$ cat src/rtl/moore_seq_detector_param_pkg.sv
// Shared types and reset defaults for the
// programmable Moore pattern detector.
package moore_seq_pkg;

  typedef enum logic [1:0] {
    IDLE,
    SCAN,
    MATCH
  } state_e;

  localparam logic [3:0] DEF_PATTERN = 4'b1011;
  localparam int         DEF_LEN     = 4;
  localparam logic       DEF_OVERLAP = 1'b1;

  // Length field must hold MAX_LEN+1 so
  // out-of-range loads can be rejected.
  function automatic int len_w(input int max_len);
    return $clog2(max_len) + 1;
  endfunction

endpackage

$ cat src/rtl/moore_seq_detector_param_if.sv
// Serial-bit, config and status bundle of the
// pattern detector.
interface moore_seq_detector_param_if
  import moore_seq_pkg::*;
#(
  parameter int MAX_LEN = 8,
  parameter int CNT_W   = 8
) ();

  localparam int LEN_W = len_w(MAX_LEN);

  logic               en;
  logic               in_valid;
  logic               in;
  logic               cfg_load;
  logic [MAX_LEN-1:0] cfg_pattern;
  logic [LEN_W-1:0]   cfg_len;
  logic               cfg_overlap;
  logic               cnt_clr;
  logic               out;
  logic [CNT_W-1:0]   match_cnt;
  logic               cfg_err;

  modport master (
    output en,
    output in_valid,
    output in,
    output cfg_load,
    output cfg_pattern,
    output cfg_len,
    output cfg_overlap,
    output cnt_clr,
    input  out,
    input  match_cnt,
    input  cfg_err
  );

  modport slave (
    input  en,
    input  in_valid,
    input  in,
    input  cfg_load,
    input  cfg_pattern,
    input  cfg_len,
    input  cfg_overlap,
    input  cnt_clr,
    output out,
    output match_cnt,
    output cfg_err
  );

endinterface

$ cat src/rtl/moore_seq_detector_param_sat_counter.sv
// Saturating event counter; clear and increment
// in the same cycle leaves a count of one.
module sat_counter #(
  parameter int CNT_W = 8
) (
  input  logic             clk,
  input  logic             rst,
  input  logic             inc,
  input  logic             clr,
  output logic [CNT_W-1:0] cnt_o
);

  logic [CNT_W-1:0] cnt_q;
  logic [CNT_W-1:0] cnt_d;

  always_comb begin
    cnt_d = cnt_q;
    if (clr) begin
      cnt_d = CNT_W'(inc);
    end else if (inc && (cnt_q != '1)) begin
      cnt_d = cnt_q + CNT_W'(1);
    end
  end

  always_ff @(posedge clk) begin
    if (!rst) begin
      cnt_q <= '0;
    end else begin
      cnt_q <= cnt_d;
    end
  end

  assign cnt_o = cnt_q;

endmodule

$ cat src/rtl/moore_seq_detector_param.sv
// Run-time programmable Moore serial pattern
// detector with overlap select and match count.
module moore_seq_detector_param
  import moore_seq_pkg::*;
#(
  parameter int MAX_LEN = 8,
  parameter int CNT_W   = 8
) (
  input logic clk,
  input logic rst,
  moore_seq_detector_param_if.slave bus
);

  localparam int LEN_W = len_w(MAX_LEN);

  state_e             state_q, state_d;
  logic [MAX_LEN-1:0] hist_q, hist_d;
  logic [LEN_W-1:0]   fill_q, fill_d;
  logic [MAX_LEN-1:0] pat_q, pat_d;
  logic [LEN_W-1:0]   len_q, len_d;
  logic               ovl_q, ovl_d;
  logic               err_q, err_d;
  logic               out_q;

  logic [MAX_LEN-1:0] shift;
  logic [LEN_W-1:0]   fill_inc;
  logic [MAX_LEN:0]   mask_w;
  logic [MAX_LEN-1:0] mask;
  logic               len_ok;
  logic               hit;

  assign shift = {hist_q[MAX_LEN-2:0], bus.in};

  assign fill_inc = (fill_q >= len_q) ? len_q
                  : fill_q + LEN_W'(1);

  // Only the low len bits of history take part
  // in the compare.
  assign mask_w = (MAX_LEN+1)'(1) << len_q;
  assign mask   = MAX_LEN'(mask_w - (MAX_LEN+1)'(1));

  assign len_ok = (bus.cfg_len != '0) &&
                  (bus.cfg_len <= LEN_W'(MAX_LEN));

  always_comb begin
    state_d = state_q;
    hist_d  = hist_q;
    fill_d  = fill_q;
    pat_d   = pat_q;
    len_d   = len_q;
    ovl_d   = ovl_q;
    err_d   = err_q;
    hit     = 1'b0;
    if (bus.cfg_load) begin
      hist_d  = '0;
      fill_d  = '0;
      state_d = bus.en ? SCAN : IDLE;
      if (len_ok) begin
        pat_d = bus.cfg_pattern;
        len_d = bus.cfg_len;
        ovl_d = bus.cfg_overlap;
        err_d = 1'b0;
      end else begin
        err_d = 1'b1;
      end
    end else if (!bus.en) begin
      state_d = IDLE;
      hist_d  = '0;
      fill_d  = '0;
    end else if (state_q == IDLE) begin
      state_d = SCAN;
    end else if (bus.in_valid) begin
      hist_d = shift;
      fill_d = fill_inc;
      hit = (fill_inc == len_q) &&
            (((shift ^ pat_q) & mask) == '0);
      state_d = hit ? MATCH : SCAN;
      if (hit && !ovl_q) begin
        fill_d = '0;
      end
    end else begin
      state_d = SCAN;
    end
  end

  always_ff @(posedge clk) begin
    if (!rst) begin
      state_q <= IDLE;
      hist_q  <= '0;
      fill_q  <= '0;
      pat_q   <= MAX_LEN'(DEF_PATTERN);
      len_q   <= LEN_W'(DEF_LEN);
      ovl_q   <= DEF_OVERLAP;
      err_q   <= 1'b0;
      out_q   <= 1'b0;
    end else begin
      state_q <= state_d;
      hist_q  <= hist_d;
      fill_q  <= fill_d;
      pat_q   <= pat_d;
      len_q   <= len_d;
      ovl_q   <= ovl_d;
      err_q   <= err_d;
      out_q   <= (state_d == MATCH);
    end
  end

  sat_counter #(
    .CNT_W (CNT_W)
  ) u_cnt (
    .clk   (clk),
    .rst   (rst),
    .inc   (hit),
    .clr   (bus.cnt_clr),
    .cnt_o (bus.match_cnt)
  );

  assign bus.out     = out_q;
  assign bus.cfg_err = err_q;

endmodule
$ cat src/flat_wrapper.sv
// flat-port wrapper written by rule: the top's interface ports become plain ports
module moore_seq_detector_param_flat import moore_seq_pkg::*;
#(
  parameter int MAX_LEN = 8,
  parameter int CNT_W   = 8
)
  (clk, rst, bus_en, bus_in_valid, bus_in, bus_cfg_load, bus_cfg_pattern, bus_cfg_len, bus_cfg_overlap, bus_cnt_clr, bus_out, bus_match_cnt, bus_cfg_err);
  moore_seq_detector_param_if #(.MAX_LEN(MAX_LEN), .CNT_W(CNT_W)) bus_i ();
  input logic clk;
  input logic rst;
  input wire logic [$bits(bus_i.en)-1:0] bus_en;
  input wire logic [$bits(bus_i.in_valid)-1:0] bus_in_valid;
  input wire logic [$bits(bus_i.in)-1:0] bus_in;
  input wire logic [$bits(bus_i.cfg_load)-1:0] bus_cfg_load;
  input wire logic [$bits(bus_i.cfg_pattern)-1:0] bus_cfg_pattern;
  input wire logic [$bits(bus_i.cfg_len)-1:0] bus_cfg_len;
  input wire logic [$bits(bus_i.cfg_overlap)-1:0] bus_cfg_overlap;
  input wire logic [$bits(bus_i.cnt_clr)-1:0] bus_cnt_clr;
  output wire logic [$bits(bus_i.out)-1:0] bus_out;
  output wire logic [$bits(bus_i.match_cnt)-1:0] bus_match_cnt;
  output wire logic [$bits(bus_i.cfg_err)-1:0] bus_cfg_err;
  assign bus_i.en = bus_en;
  assign bus_i.in_valid = bus_in_valid;
  assign bus_i.in = bus_in;
  assign bus_i.cfg_load = bus_cfg_load;
  assign bus_i.cfg_pattern = bus_cfg_pattern;
  assign bus_i.cfg_len = bus_cfg_len;
  assign bus_i.cfg_overlap = bus_cfg_overlap;
  assign bus_i.cnt_clr = bus_cnt_clr;
  assign bus_out = bus_i.out;
  assign bus_match_cnt = bus_i.match_cnt;
  assign bus_cfg_err = bus_i.cfg_err;
  moore_seq_detector_param #(.MAX_LEN(MAX_LEN), .CNT_W(CNT_W)) u_core (.clk(clk), .rst(rst), .bus(bus_i));
endmodule
$ cat config.mk
export PLATFORM = sky130hd
export DESIGN_NAME = moore_seq_detector_param_flat
export DESIGN_NICKNAME = d
export VERILOG_FILES = /design/src/rtl/moore_seq_detector_param_pkg.sv /design/src/rtl/moore_seq_detector_param_if.sv /design/src/rtl/moore_seq_detector_param_sat_counter.sv /design/src/rtl/moore_seq_detector_param.sv /design/src/flat_wrapper.sv
export SDC_FILE = /design/constraint.sdc
export NUM_CORES = 1
export LEC_CHECK = 0
export CORE_MARGIN = 5
export CORE_UTILIZATION = 45
export DETAILED_ROUTE_END_ITERATION = 8
export GPL_TIMING_DRIVEN = 0
export PLACE_DENSITY_LB_ADDON = 0.15
export SYNTH_ARGS = -nofsm -noshare
export SYNTH_HDL_FRONTEND = slang
export SYNTH_HIERARCHICAL = 1
export SYNTH_SLANG_ARGS = --single-unit
$ cat constraint.sdc
create_clock -name clk -period 8.89 [get_ports clk]
set_input_delay 2.667 -clock clk [delete_from_list [all_inputs] [get_ports clk]]
set_output_delay 2.667 -clock clk [all_outputs]
set_load 0.02 [all_outputs]
# --- Word-level counts from Yosys, hierarchy flattened ---
# Cells that the tools add are included.
word_totals:
  regBits: 36
  input_bits: 20
  out_inout_bits: 10
  word_cells: 52
classes:
  addsub: 3
  magnitude_cmp: 2
  eq_ne: 3
  shift: 1
  mux: 15
  bitwise: 5
  n_reduce_logical: 13
ops:
  columns: ["operator", "count"]
  rows:
  - ["2-to-1 mux 2 bit", 5]
  - ["adder 8 x 1 -> 8 bit, second input constant", 1]
  - ["bitwise AND 8 bit", 1]
  - ["zero test 8 bit", 1]
  - ["2-to-1 mux 1 bit", 8]
  - ["2-to-1 mux 4 bit", 2]
  - ["inequality test 8 bit, second input constant", 1]
  - ["left shift 1 x 4 -> 8 bit, first input constant", 1]
  - ["subtractor 8 x 1 -> 8 bit, second input constant", 1]
  - ["XOR 8 bit", 1]
  - ["adder 4 x 1 -> 4 bit, second input constant", 1]
  - ["== test 4 bit", 1]
  - ["greater-or-equal comparator 4 bit", 1]
  - ["<= comparator 4 bit, second input constant", 1]
  - ["logical AND 1 bit", 4]
  - ["AND reduction 2 bit", 2]
  - ["nonzero test 4 bit", 1]
  - ["NOT 1 bit", 3]
  - ["OR reduction 3 bit", 1]
  - ["== test 2 bit, second input constant", 1]
  - ["zero test 2 bit", 1]
  - ["nonzero test 2 bit", 1]
  - ["OR reduction 2 bit", 1]
  - ["zero test 1 bit", 1]

# --- Depth between registers and ports, before layout ---
logic_depth:
  ltp_word: 12
  ltp_mapped: 13
  mapped_depth_nobuf: 11

# --- Cells and area by module ---
# The synthesis kept the hierarchy.
modules_own_cells:
  columns: ["mod", "instances", "cells_per_inst", "area_each_um2", "seq_area_each_um2"]
  rows:
  - ["moore_seq_detector_param", 1, 178, 1575.3, 560.5]
  - ["sat_counter", 1, 51, 460.4, 160.2]

# --- Worst setup path after synthesis ---
# OpenSTA, ideal clock, no wires.
synth_timing:
  path_kind: "input to register"
  from: "input bus_in_valid"
  to: "register u_core.u_cnt.cnt_q[5] (netlist: u_core/u_cnt/cnt_o[5])"
  setup_time_ns: 0.072
  t_arrival_ns: 4.736
  t_required_ns: 8.818
  slack_ns: 4.082
  cell_stages: 7
  path_buffers: 0
  path_cell_list: "o21a_1 o21ai_0 or4b_1 nor4_1 nand4_1 a211oi_2 mux2i_1"
synth_between:
  elab_chain_len: 5
synth_lines:
  columns: ["item", "line", "text"]
  rows:
  - ["start: declaration", "flat_wrapper.sv:12", "input wire logic [$bits(bus_i.in_valid)-1:0] bus_in_valid;"]
  - ["2-to-1 mux 1 bit", "moore_seq_detector_param.sv:72", "end else if (bus.in_valid) begin"]
  - ["2-to-1 mux 1 bit", "moore_seq_detector_param.sv:70", "end else if (state_q == IDLE) begin"]
  - ["2-to-1 mux 1 bit", "moore_seq_detector_param.sv:66", "end else if (!bus.en) begin"]
  - ["2-to-1 mux 1 bit", "moore_seq_detector_param.sv:54", "if (bus.cfg_load) begin"]
  - ["via u_core.hit", "moore_seq_detector_param.sv:30", "logic hit;"]
  - ["logical AND 1 bit", "moore_seq_detector_param_sat_counter.sv:20", "end else if (inc && (cnt_q != '1)) begin"]
  - ["end signal: assignment", "moore_seq_detector_param_sat_counter.sv:29", "cnt_q <= cnt_d;"]
  - ["end: declaration", "moore_seq_detector_param_sat_counter.sv:13", "logic [CNT_W-1:0] cnt_q;"]
# The timed path passes the listed nets, and every way through them passes these cells.
# A chain may end at the register's enable or synchronous reset.

# --- Worst setup path after layout ---
layout_timing:
  from: "input bus_in_valid"
  to: "register u_core.u_cnt.cnt_q[7] (netlist: u_core/u_cnt/cnt_o[7])"
# The elaborated chain is that of the path after synthesis.

==> flow_summary.ini <==
[outcome]
status = completed

[detailed_routing]
route.detailed.drc = 0
vias = 1720
wl_met2_mm = 2.09
routed_via_density = 5.41
top_layer = met4
drtAntennaViolNets = 0
routed_wl_mm = 4.52
wl_met3_um = 229
drt_iter0_markers = 125
met1Wirelength_mm = 2.15
wl_per_cell_um = 14.2
drtPass1Iterations = 4

[global_route]
antenna_found_initial = 0
grt_pass1_wl_mm = 7.82
gr-total-overflow = 0
first_global_vias = 1649
grt_max_degree = 14
groute.usage.overall_pct = 16.0

[placed_design]
io_buffers = 29
hpwl_mm = 3.47
gp_congestion = 0.836

[power]
p_sw_mw = 0.0869
clock_power_share_pct = 40.5
intPower_mw = 0.273
power_frac_comb_pct = 12.8
power_density_nw_per_um2 = 144
ir_drop_mv = 0.0923
sw_frac_of_total_pct = 24.2
pwr-share-seq_pct = 46.6
leakagePower_nw = 0.901

[synthesis]
syn_area_per_cell_sq_um = 8.89
syn_area_sq_um = 2040
netlist_top_cells_area = dfxtp_1, mux2i_1, nand2_1
synth_cell_type_count = 52
ys.flop_type = dfxtp_1
synthDominantCellAreaShare_pct = 35.4
yosysTopAreaCell = dfxtp_1
yosys_warnings = 6
synthCells = 229
synthArstFlopShare_pct = 0
synth_nets = 256
synth_seq_cells = 36
seq_area_frac_synth_pct = 35.4
synth_edf_count = 0

[die]
core_area_sq_um = 4380
num_rows = 24
die_h_um = 77.3
die-width_um = 77.3
dieArea_sq_um = 5970
boundaryPins = 30
start_util_pct = 46.4

[clocking]
cts_root_buf = clkbuf_8
clk_latency_ns = 0.29
holdBufCountCts = 0
ctsLongestPathBuffers = 2
cts_tree = yes
numCtsBuffers = 5
cts_setup_buffers = 0
clkTransAtPathRegs_ns = 0.08
clock_sinks = 36
htree_num_levels = 2
ctsResizeCount = 0

[layout]
area_delta_synth_final_pct = 23.1
layout_common_cells = dfxtp_1, nand2_1, clkdlybuf4s50_1
final_layout_size_suffix_gt1_share_pct = 8.27
mostFrequentLayoutCell = dfxtp_1
finalNetCount = 292
n_antenna_cell = 0

[critical_path]
end_kind = flip-flop
crit_path_max_fanout = 8
timing.rr.end = u_core/u_cnt/cnt_o[7]$_SDFFE_PP0P_
path_class = input pin to flip-flop
r2r_cells = 10
required_ns = 9.11
critPathLaunchType = input pin
critPathArrivalTime_ns = 5.76
regToRegStartpoint = u_core/len_q[3]$_SDFFE_PN0P_
worst-r2r-setup-slack_ns = 5.21

[timing]
max_freq_ghz = 0.181
rsz0062_at_grt = false
finalMaxSlewViolations = 0
fin_skew_ns = 0.00850
max_slew_margin_pct = 27.2
tightest_slew_ns = 1.08
hold_ws_ns = 0.475
hold_viol = 0
period_share_pct = 62.3
setup_viol = 0
finalSetupTns_ns = 0
layout_min_cycle_time_ns = 5.54

[job]
maxCapViolations = 0

[min_path]
worstHoldStart = u_core/hist_q[6]$_SDFFE_PP0P_
hold_class = flip-flop to flip-flop
holdPathEnd = u_core/hist_q[6]$_SDFFE_PP0P_
hold_depth = 2
-- flip-flops by register name, indices dropped and copies added (netlist names) --
| name | count |
|---|---|
| u_core/u_cnt/cnt_o | 8 |
| u_core/pat_q | 8 |
| u_core/fill_q | 4 |
| u_core/bus.out | 1 |
| u_core/hist_q | 7 |
| u_core/ovl_q | 1 |
| u_core/bus.cfg_err | 1 |
| u_core/state_q | 2 |
| u_core/len_q | 4 |
-- critical path, cell delays in order --
cell,delay [ns]
clkdlybuf4s50_1,0.48
o21a_1,0.24
o21ai_0,0.17
or4b_1,0.48
nor4_1,0.83
nand4_1,0.38
a211oi_2,0.32
mux2i_1,0.20
-- worst max-delay path by stage --
stage               cells after the start         start                                  to
floorplan                               7  bus_in_valid  u_core/u_cnt/cnt_o[5]$_SDFFE_PP0P_
global placement                        8  bus_in_valid  u_core/u_cnt/cnt_o[7]$_SDFFE_PP0P_
detailed placement                      8  bus_in_valid  u_core/u_cnt/cnt_o[7]$_SDFFE_PP0P_
CTS                                     8  bus_in_valid  u_core/u_cnt/cnt_o[7]$_SDFFE_PP0P_
global route                            8  bus_in_valid  u_core/u_cnt/cnt_o[5]$_SDFFE_PP0P_
finish                                  8  bus_in_valid  u_core/u_cnt/cnt_o[7]$_SDFFE_PP0P_
-- cells in the mapped netlist (all sizes together), types with 4 or more instances --
cell,n
ha,7
nor2,5
nand2b,8
nor2b,10
inv,7
xor2,4
a211oi,5
o21ai,10
dfxtp,36
mux2i,17
a21oi,15
nor3,9
buf,8
nand2,32
xnor2,11
nand3,5
-- layer usage --
metal / track usage [%] / up-vias
li1: - / 893
met1: 21.8 / 786
met2: 24.9 / 34
met3: 4.22 / 7
met4: 4.12 / 0
met5: 0 / -
-- power by group through the flow --
stage / registers, mW / logic, mW / clock network [mW]
4_1_cts: 0.168 / 0.0465 / 0.151
2_1_floorplan: 0.171 / 0.0289 / 0
3_5_place_dp: 0.172 / 0.0463 / 0
6_report: 0.168 / 0.0462 / 0.146
5_1_grt: 0.168 / 0.0508 / 0.158
3_3_place_gp: 0.171 / 0.0461 / 0
-- final cells by class --
type | instances | area (sq um)
fillers | 403 | 1880
repair buffers | 29 | 290
clock buffers | 5 | 68.8
inverters | 7 | 26.3
well taps | 52 | 65.1
clock inverters | 3 | 46.3
multi-input cells | 175 | 1210
flip-flops and latches | 36 | 721
plain buffers | 11 | 77.6
-- stage by stage --
step                      utilization, %  setup WS, ns  total power, mW  area, sq um  std cells
final                               57.2          3.35            0.360         2510        318
after global routing                57.2          3.15            0.377         2510        318
after CTS                           57.2          3.35            0.365         2510        318
after detailed placement            54.5          3.03            0.218         2390        310
after global placement              54.5          3.13            0.218         2390        310
after floorplan                        -          4.08            0.200         2040        229
-- kinds of logic after synthesis --
group	after synthesis	synth area share, %
AND/OR/NAND/NOR	87	24.2
multiplexers	17	8.36
XOR/XNOR	15	6.45
buffers and inverters	18	5.10
adder cells (fa/ha/maj)	7	4.30
AO/OA/AOI/OAI	49	16.2
flip-flops	36	35.4
Power figures use the tool's default switching activity.
